[src/rtl/ddr2_bank_timer.sv]
// ---------------------------------------------------------------------------
// ddr2_bank_timer
//
// Purpose:
//   Tracks the open/closed state of every DDR2 bank. Enforces the inter-command
//   timing for the commands the controller actually puts on the DRAM bus.
//   Each bank has its own tRCD/tRAS/tRC/tRP timers. tRRD (ACT to ACT on any
//   bank) and tRFC (REF to anything) are shared. The *_ok outputs tell the
//   scheduler what it may issue this cycle. cmd_err flags any command that
//   was issued without permission. Such a command has no effect on the
//   tracked state.
//
// Timer convention:
//   A command accepted in cycle N loads T-1 on the edge that ends cycle N.
//   The timer then counts down once per cycle and saturates at zero, so the
//   dependent permission becomes true in cycle N+T.
//
// Ports:
//   clk          in   sole clock, rising edge
//   rst_n        in   asynchronous active-low reset
//   cmd_valid    in   a command is on the DRAM bus this cycle
//   cmd          in   [3:0] DDR2 command encoding (see ddr2_cmd_t)
//   cmd_bank     in   [2:0] target bank
//   cmd_row      in   [13:0] row address, meaningful for ACT
//   bank_state   out  [NUM_BANKS][2:0] per-bank bank_state_t
//   open_row     out  [NUM_BANKS][13:0] row latched by the last accepted ACT
//   act_ok       out  [NUM_BANKS] ACT permitted to that bank
//   rdwr_ok      out  [NUM_BANKS] RD/WR permitted to that bank
//   pre_ok       out  [NUM_BANKS] PRE permitted to that bank
//   ref_ok       out  REF/MRS permitted
//   cmd_err      out  one-cycle pulse after an illegal command
// ---------------------------------------------------------------------------
module ddr2_bank_timer #(
  parameter int NUM_BANKS = 8,
  parameter int T_RCD     = 15,
  parameter int T_RP      = 15,
  parameter int T_RAS     = 40,
  parameter int T_RC      = 55,
  parameter int T_RRD     = 10,
  parameter int T_RFC     = 55,
  parameter int CNT_W     = 8
) (
  input  logic                        clk,
  input  logic                        rst_n,
  input  logic                        cmd_valid,
  input  logic [3:0]                  cmd,
  input  logic [2:0]                  cmd_bank,
  input  logic [13:0]                 cmd_row,
  output logic [NUM_BANKS-1:0][2:0]   bank_state,
  output logic [NUM_BANKS-1:0][13:0]  open_row,
  output logic [NUM_BANKS-1:0]        act_ok,
  output logic [NUM_BANKS-1:0]        rdwr_ok,
  output logic [NUM_BANKS-1:0]        pre_ok,
  output logic                        ref_ok,
  output logic                        cmd_err
);

  typedef enum logic [3:0] {
    CMD_MRS = 4'b0000,
    CMD_REF = 4'b0001,
    CMD_PRE = 4'b0010,
    CMD_ACT = 4'b0011,
    CMD_WR  = 4'b0100,
    CMD_RD  = 4'b0101,
    CMD_NOP = 4'b0111,
    CMD_DES = 4'b1000
  } ddr2_cmd_t;

  typedef enum logic [2:0] {
    BANK_IDLE       = 3'd0,
    BANK_ACTIVATING = 3'd1,
    BANK_ACTIVE     = 3'd2,
    BANK_PRECHARGE  = 3'd3
  } bank_state_t;

  localparam logic [CNT_W-1:0] CNT_ONE  = CNT_W'(1);
  localparam logic [CNT_W-1:0] LOAD_RCD = CNT_W'(T_RCD - 1);
  localparam logic [CNT_W-1:0] LOAD_RP  = CNT_W'(T_RP  - 1);
  localparam logic [CNT_W-1:0] LOAD_RAS = CNT_W'(T_RAS - 1);
  localparam logic [CNT_W-1:0] LOAD_RC  = CNT_W'(T_RC  - 1);
  localparam logic [CNT_W-1:0] LOAD_RRD = CNT_W'(T_RRD - 1);
  localparam logic [CNT_W-1:0] LOAD_RFC = CNT_W'(T_RFC - 1);

  // Registered state and its next-state copies
  bank_state_t      state_q    [NUM_BANKS];
  bank_state_t      state_d    [NUM_BANKS];
  logic [CNT_W-1:0] rcd_cnt_q  [NUM_BANKS];
  logic [CNT_W-1:0] rcd_cnt_d  [NUM_BANKS];
  logic [CNT_W-1:0] ras_cnt_q  [NUM_BANKS];
  logic [CNT_W-1:0] ras_cnt_d  [NUM_BANKS];
  logic [CNT_W-1:0] rc_cnt_q   [NUM_BANKS];
  logic [CNT_W-1:0] rc_cnt_d   [NUM_BANKS];
  logic [CNT_W-1:0] rp_cnt_q   [NUM_BANKS];
  logic [CNT_W-1:0] rp_cnt_d   [NUM_BANKS];
  logic [13:0]      row_q      [NUM_BANKS];
  logic [13:0]      row_d      [NUM_BANKS];
  logic [CNT_W-1:0] rrd_cnt_q, rrd_cnt_d;
  logic [CNT_W-1:0] rfc_cnt_q, rfc_cnt_d;
  logic             cmd_err_q, cmd_err_d;

  // Command decode
  logic [NUM_BANKS-1:0] bank_sel;
  logic is_act, is_pre, is_rdwr, is_ref, is_mrs;
  logic act_accept, pre_accept, rdwr_legal, ref_accept, mrs_legal;
  logic cmd_illegal;
  logic all_idle;

  // Saturating down-count shared by every timer
  function automatic logic [CNT_W-1:0] dec_sat(input logic [CNT_W-1:0] v);
    return (v == '0) ? v : v - CNT_ONE;
  endfunction

  // Permissions depend only on registered state, never on the current command,
  // so the scheduler can use them in the same cycle without a loop.
  always_comb begin
    act_ok   = '0;
    rdwr_ok  = '0;
    pre_ok   = '0;
    all_idle = 1'b1;
    for (int b = 0; b < NUM_BANKS; b++) begin
      act_ok[b]  = (state_q[b] == BANK_IDLE) && (rc_cnt_q[b] == '0) &&
                   (rrd_cnt_q == '0) && (rfc_cnt_q == '0);
      rdwr_ok[b] = (state_q[b] == BANK_ACTIVE);
      pre_ok[b]  = (state_q[b] == BANK_ACTIVE) && (ras_cnt_q[b] == '0);
      if (state_q[b] != BANK_IDLE) begin
        all_idle = 1'b0;
      end
    end
    ref_ok = all_idle && (rfc_cnt_q == '0);
  end

  // One-hot bank select. A bank number beyond NUM_BANKS selects nothing,
  // so any bank-directed command to it is rejected as illegal.
  always_comb begin
    bank_sel = '0;
    for (int b = 0; b < NUM_BANKS; b++) begin
      bank_sel[b] = (cmd_bank == 3'(b));
    end
  end

  // Classify the command on the bus. NOP, DES and undefined encodings fall
  // through every case and are ignored.
  always_comb begin
    is_act  = cmd_valid && (cmd == CMD_ACT);
    is_pre  = cmd_valid && (cmd == CMD_PRE);
    is_rdwr = cmd_valid && ((cmd == CMD_RD) || (cmd == CMD_WR));
    is_ref  = cmd_valid && (cmd == CMD_REF);
    is_mrs  = cmd_valid && (cmd == CMD_MRS);

    act_accept = is_act  && |(bank_sel & act_ok);
    pre_accept = is_pre  && |(bank_sel & pre_ok);
    rdwr_legal = is_rdwr && |(bank_sel & rdwr_ok);
    ref_accept = is_ref  && ref_ok;
    mrs_legal  = is_mrs  && ref_ok;

    cmd_illegal = (is_act  && !act_accept) ||
                  (is_pre  && !pre_accept) ||
                  (is_rdwr && !rdwr_legal) ||
                  (is_ref  && !ref_accept) ||
                  (is_mrs  && !mrs_legal);
  end

  // Per-bank next state and timers. Every timer first free-runs down. An
  // accepted command then overrides the timers it restarts. A rejected
  // command matches neither accept term, so it leaves everything alone.
  always_comb begin
    for (int b = 0; b < NUM_BANKS; b++) begin
      state_d[b]   = state_q[b];
      rcd_cnt_d[b] = dec_sat(rcd_cnt_q[b]);
      ras_cnt_d[b] = dec_sat(ras_cnt_q[b]);
      rc_cnt_d[b]  = dec_sat(rc_cnt_q[b]);
      rp_cnt_d[b]  = dec_sat(rp_cnt_q[b]);
      row_d[b]     = row_q[b];

      // Time-driven transitions fire on the edge where the governing timer
      // reaches zero.
      case (state_q[b])
        BANK_ACTIVATING: begin
          if (rcd_cnt_q[b] == CNT_ONE) begin
            state_d[b] = BANK_ACTIVE;
          end
        end
        BANK_PRECHARGE: begin
          if (rp_cnt_q[b] == CNT_ONE) begin
            state_d[b] = BANK_IDLE;
          end
        end
        default: begin
        end
      endcase

      if (act_accept && bank_sel[b]) begin
        state_d[b]   = BANK_ACTIVATING;
        rcd_cnt_d[b] = LOAD_RCD;
        ras_cnt_d[b] = LOAD_RAS;
        rc_cnt_d[b]  = LOAD_RC;
        row_d[b]     = cmd_row;
      end

      // rc_cnt is deliberately left running here. It keeps gating act_ok
      // after the bank has returned to IDLE.
      if (pre_accept && bank_sel[b]) begin
        state_d[b]  = BANK_PRECHARGE;
        rp_cnt_d[b] = LOAD_RP;
      end
    end
  end

  // Shared timers and the error pulse
  always_comb begin
    rrd_cnt_d = dec_sat(rrd_cnt_q);
    rfc_cnt_d = dec_sat(rfc_cnt_q);
    if (act_accept) begin
      rrd_cnt_d = LOAD_RRD;
    end
    if (ref_accept) begin
      rfc_cnt_d = LOAD_RFC;
    end
    cmd_err_d = cmd_illegal;
  end

  // State register. Reset abandons any timing in flight.
  always_ff @(posedge clk or negedge rst_n) begin
    if (!rst_n) begin
      for (int b = 0; b < NUM_BANKS; b++) begin
        state_q[b]   <= BANK_IDLE;
        rcd_cnt_q[b] <= '0;
        ras_cnt_q[b] <= '0;
        rc_cnt_q[b]  <= '0;
        rp_cnt_q[b]  <= '0;
        row_q[b]     <= '0;
      end
      rrd_cnt_q <= '0;
      rfc_cnt_q <= '0;
      cmd_err_q <= 1'b0;
    end else begin
      for (int b = 0; b < NUM_BANKS; b++) begin
        state_q[b]   <= state_d[b];
        rcd_cnt_q[b] <= rcd_cnt_d[b];
        ras_cnt_q[b] <= ras_cnt_d[b];
        rc_cnt_q[b]  <= rc_cnt_d[b];
        rp_cnt_q[b]  <= rp_cnt_d[b];
        row_q[b]     <= row_d[b];
      end
      rrd_cnt_q <= rrd_cnt_d;
      rfc_cnt_q <= rfc_cnt_d;
      cmd_err_q <= cmd_err_d;
    end
  end

  // Flatten the internal arrays onto the output ports
  always_comb begin
    for (int b = 0; b < NUM_BANKS; b++) begin
      bank_state[b] = state_q[b];
      open_row[b]   = row_q[b];
    end
    cmd_err = cmd_err_q;
  end

endmodule
[config.mk]
export PLATFORM = sky130hd
export DESIGN_NAME = ddr2_bank_timer
export DESIGN_NICKNAME = d
export VERILOG_FILES = /design/src/rtl/ddr2_bank_timer.sv
export SDC_FILE = /design/constraint.sdc
export NUM_CORES = 1
export LEC_CHECK = 0
export ABC_AREA = 1
export CAP_MARGIN = 20
export CORE_MARGIN = 4
export CORE_UTILIZATION = 60
export DETAILED_ROUTE_END_ITERATION = 8
export HOLD_SLACK_MARGIN = 0.1
export PLACE_DENSITY = 0.83
export REMOVE_ABC_BUFFERS = 1
export SYNTH_ARGS = -nofsm -noshare
export SYNTH_HDL_FRONTEND = slang
export SYNTH_SLANG_ARGS = --single-unit
[constraint.sdc]
create_clock -name clk -period 3.1 [get_ports clk]
set_input_delay 0.465 -clock clk [delete_from_list [all_inputs] [get_ports clk]]
set_output_delay 0.465 -clock clk [all_outputs]
set_load 0.005 [all_outputs]
## Word-level counts from Yosys, hierarchy flattened

Cells that the tools add are included.

- Input bits: 24
- Register bits: 409
- Logic and storage cells: 451
- Output and inout port bits: 162

- Reductions and logical operators: 145
- Mux-type cells: 116
- Bitwise logic cells: 3
- $add $sub $neg: 34
- Equality and inequality tests: 102

Operator list:

| operator | number |
|---|---|
| 8-bit two-way mux | 68 |
| 8-bit logical NOT | 34 |
| 8-bit by 1-bit subtractor with 8-bit output, second input constant | 34 |
| 8-bit by 1-bit == test with 1-bit output, second input constant | 16 |
| 3-bit two-way mux | 32 |
| 1-bit logical AND | 64 |
| 2-bit by 1-bit inequality test with 1-bit output, second input constant | 32 |
| 4-bit inequality test, second input constant | 16 |
| 3-bit by 2-bit == test with 1-bit output, second input constant | 18 |
| 3-bit case mux with 2 select lines | 8 |
| 4-bit nonzero test | 8 |
| 3-bit by 1-bit == test with 1-bit output, second input constant | 9 |
| 3-bit logical NOT | 9 |
| 8-bit bitwise AND | 3 |
| 3-bit AND reduction | 8 |
| 3-bit nonzero test | 8 |
| 8-bit OR reduction | 3 |
| 3-bit == test, second input constant | 4 |
| 4-bit by 2-bit == test with 1-bit output, second input constant | 2 |
| 4-bit by 3-bit == test with 1-bit output, second input constant | 2 |
| 1-bit two-way mux | 8 |
| 1-bit logical NOT | 5 |
| 1-bit logical OR | 5 |
| 4-bit by 1-bit == test with 1-bit output, second input constant | 1 |
| 2 further kinds | 3 |

## Depth between registers and ports, before layout

- Word-level depth: 15
- Mapped depth: 15
- Depth with buffers taken out: 13

## Worst setup path before layout

No wires, ideal clock.

- Kind: register to register
- Start point: register rfc_cnt_q[0]
- End point: register row_q, in the netlist open_row[87]
- Setup slack: 1.038 ns
- Data required time: 2.983 ns
- Buffers on the path: 2
- Stages on the path, launching flop included: 16
- Library setup time: 0.117 ns
- Period minus slack after synthesis: 2.062 ns
- Arrival: 1.945 ns
- Path through: dfrtp_1 inv_1 ha_1 inv_1 nor3_1 nand2_1 nor2_4 nand3_1 nand2_1 nor2_1 nand2_4 buf_6 nand3_4 buf_4 nand2_1 nand2_1

- Word-level cells in the longest chain between the ends: 6
- Elaborated cells on any way between the ends: 13
- Classes of those cells: 1 x bitwise; 12 x reduce/logical

Ends and longest elaborated chain:

| element | RTL line | source |
|---|---|---|
| start, declared | 98 | `logic [CNT_W-1:0] rfc_cnt_q, rfc_cnt_d;` |
| start signal, assigned | 246 | `rfc_cnt_q <= rfc_cnt_d;` |
| 8-bit logical NOT * | 122 | `(rrd_cnt_q == '0) && (rfc_cnt_q == '0);` |
| 1-bit logical AND | 122 |  |
| 8-bit bitwise AND * | 150 | `act_accept = is_act && \|(bank_sel & act_ok);` |
| 8-bit OR reduction * | 150 |  |
| 1-bit logical AND * | 150 |  |
| 1-bit logical AND * | 192 | `if (act_accept && bank_sel[b]) begin` |
| end signal, assigned by index | 243 | `row_q[b] <= row_d[b];` |
| end, declared | 95 | `logic [13:0] row_q [NUM_BANKS];` |

Every way passes the cells marked *; elsewhere a longest branch is shown, timed or not.
A chain may end at the register's enable or synchronous reset.

## Worst setup path after layout

- Start point: register state_q, in the netlist bank_state[10]
- End point: output ref_ok

- Word-level cells in the longest chain between the ends: 7

Ends and longest elaborated chain:

| element | RTL line | source |
|---|---|---|
| start, declared | 85 | `bank_state_t state_q [NUM_BANKS];` |
| start signal, assigned by index | 238 | `state_q[b] <= state_d[b];` |
| 3-bit nonzero test | 125 | `if (state_q[b] != BANK_IDLE) begin` |
| 1-bit two-way mux (5 in a row) | 125 |  |
| 1-bit logical AND | 129 | `ref_ok = all_idle && (rfc_cnt_q == '0);` |
| end, declared | 54 | `output logic ref_ok,` |

Every way passes these cells.

==> impl_metrics.tcl <==
set metrics [dict create \
    outcome "completed" \
    hold_path_startpoint "open_row[1]" \
    gp_congestion 0.911 \
    hold_ws_ps 469 \
    peakVddDrop_v 0.000488 \
    synth_seq_cells 401 \
    track_usage 0.280 \
    via_per_inst 5.52 \
    finClkSkew_ps 16.3 \
    p_total_mw 13.6 \
    path_clk_slew_ps 60 \
    dr.pass1.iters 5 \
    p_per_area_mw_per_mm2 552 \
    ys.warnings.count 0 \
    synth_edf_count 0 \
    synthDistinctLibCells 42 \
    route.met2.wl_um 26000 \
    max_freq_mhz 334 \
    port_buffers 177 \
    slew_violations 0 \
    cp_max_fo 4 \
    slew_headroom 0.388 \
    num_io_pins 186 \
    cts_buffers 43 \
    synth_area_per_cell_um2 8.08 \
    final_hold_viol_count 0 \
    netlist_area_mm2 0.0207 \
    grt_pass1_vias 17597 \
    crit_required_ps 2630 \
    num_antenna_cells 0 \
    ys_seq_area_frac 0.485 \
    ys_top_cells_by_count "nand2_1 (666), inv_1 (422), dfrtp_1 (401), nor2_1 (240), nand4_1 (144)" \
    htreeDepth 2 \
    area_growth_pct 19.1 \
    die_y_um 194 \
    drtIter0Drc 1408 \
    hold_path_class "flop to flop" \
    routed_wirelength_um 54000 \
    core_area_mm2 0.0338 \
    yosysTopAreaCellShare 0.485 \
    ant_nets 0 \
    rsz0062_at_grt "false" \
    endpoint_kind "output port" \
    synthArstFlopShare 1.00 \
    setup_violations 0 \
    top_layer "met5" \
    synthFlopType "dfrtp_1" \
    cts_tree "yes" \
    gr-total-overflow 0 \
    clock-root-buffer "clkbuf_16" \
    synthTopCellsByArea "dfrtp_1 (48%), nand2_1 (12%), inv_1 (7.7%), nand4_1 (4.4%), nor2_1 (4.4%)" \
    crit_type "flop to output port" \
    cts.path.max_buffers 3 \
    die_area_mm2 0.0375 \
    synth_top_area_cell "dfrtp_1" \
    syn_inst 2562 \
    clk-insertion-delay-late_ps 540 \
    vias 17865 \
    critical_path_arrival_ps 2530 \
    yosysMostFrequentCell "nand2_1" \
    drc 0 \
    cap_violations 0 \
    period_share 0.966 \
    clkSinkCount 401 \
    wl_met1_um 21200 \
    leakagePower_nw 14.1 \
    period_minus_slack_ps 2990 \
    drive_gt1_frac 0.0713 \
    place.detailed.hpwl_um 36900 \
    die_x_um 194 \
    antenna_found_initial 3 \
    tightest_slew_ps 910 \
    crit_start "bank_state[10]" \
    reg2reg_setup_slack_ps 310 \
    nNetsFinal 2850 \
    critPathLaunchType "flop" \
    rr_startpoint "rfc_cnt_q[0]" \
    grt_pass1_wl_um 87300 \
    num_rows 67 \
    grt_max_degree 96 \
    routed-wl-met3_um 4450 \
    wl_per_cell_um 16.7 \
    start_util 0.612 \
]
## critical path: stages (launching register included)
cell and delay [ps]:
dfrtp_1 440, or2_4 300, nor2_1 120, nand4_1 190
nor3_2 250, nand2_2 120, inv_1 80, clkdlybuf4s50_1 500
## cell usage in the layout, fill, tap and decap left out, types with 7 or more instances in the layout
| cell type | n |
|---|---|
| conb_1 | 8 |
| nand4_1 | 144 |
| or2_2 | 15 |
| clkbuf_8 | 8 |
| nor2_1 | 238 |
| clkdlybuf4s50_1 | 169 |
| inv_1 | 421 |
| buf_12 | 10 |
| nand3_2 | 12 |
| clkbuf_1 | 8 |
| mux2_2 | 7 |
| ha_1 | 68 |
| xor2_1 | 96 |
| nand3b_1 | 16 |
| o21ai_0 | 86 |
| a21oi_1 | 18 |
| clkbuf_16 | 45 |
| clkinv_2 | 7 |
| nor3_1 | 59 |
| nand2_1 | 664 |
| dfrtp_1 | 400 |
| xnor2_1 | 31 |
| nor4_1 | 9 |
| buf_4 | 37 |
| nand3_1 | 130 |
| inv_2 | 20 |
## repair_timing
item	4_1_cts	5_1_grt
hold buffers	1	0
gates resized for setup	14	9
endpoints found under the setup margin	8	5
endpoints found under the hold margin	83	0
buffers inserted	3	2
pin swaps	1	3
gates cloned	0	0
## sequential cells by signal (all words and copies together), names as in the netlist
| name | count |
|---|---|
| ras_cnt_q | 64 |
| rp_cnt_q | 64 |
| rcd_cnt_q | 64 |
| rfc_cnt_q | 8 |
| bank_state | 16 |
| rc_cnt_q | 64 |
| cmd_err | 1 |
| rrd_cnt_q | 8 |
| open_row | 112 |
## where the power goes
group          leakage [nW]  internal (mW)  switching [mW]
clock network         0.710           3.18            2.10
logic                  7.99          0.838            1.40
registers              5.35           5.71           0.382
## path summary, 6_finish.rpt
path                                  to  depth (start not counted)
min reg2reg                  open_row[1]                          2
max reg2reg                 open_row[59]                         16
max                               ref_ok                          7
max in group asynchronous   rp_cnt_q[28]                          3
min                          open_row[1]                          2
min in group asynchronous  ras_cnt_q[53]                          2
## cells by family after synthesis
group	count (synthesis)	share of synthesized area
xor+xnor	127	0.0538
simple gates	1318	0.285
fa+ha+maj	68	0.0411
buf+inv	524	0.102
compound gates	116	0.0294
other cells	1	0.000181
mux	7	0.00381
flops	401	0.485
## per-stage QoR
stage / TNS (ps) / std cells / util / area (um2) / setup WS, ps
6_report: 0 / 3239 / 0.730 / 24600 / 106
4_1_cts: 0 / 3237 / 0.728 / 24600 / 7.57
3_3_place_gp: 0 / 3155 / 0.683 / 23100 / 388
3_5_place_dp: 0 / 3155 / 0.683 / 23100 / 331
2_1_floorplan: -990340 / 2488 / - / 20300 / -3930
5_1_grt: 0 / 3239 / 0.730 / 24600 / 1.36
## metal layers
layer  vias to the layer above  GRT usage
li1                       8377          -
met1                      8611      0.358
met2                       718      0.469
met3                       153     0.0589
met4                         6      0.110
met5                         -          0
## layout make-up
cell class	instances	area [um2]
inverters	443	1670
clock buffers	61	1270
clock inverters	17	201
fillers	2367	9130
multi-input cells	1644	8660
flip-flops and latches	401	10000
well taps	448	561
repair buffers	225	2260
(Power assumes the default switching activity.)
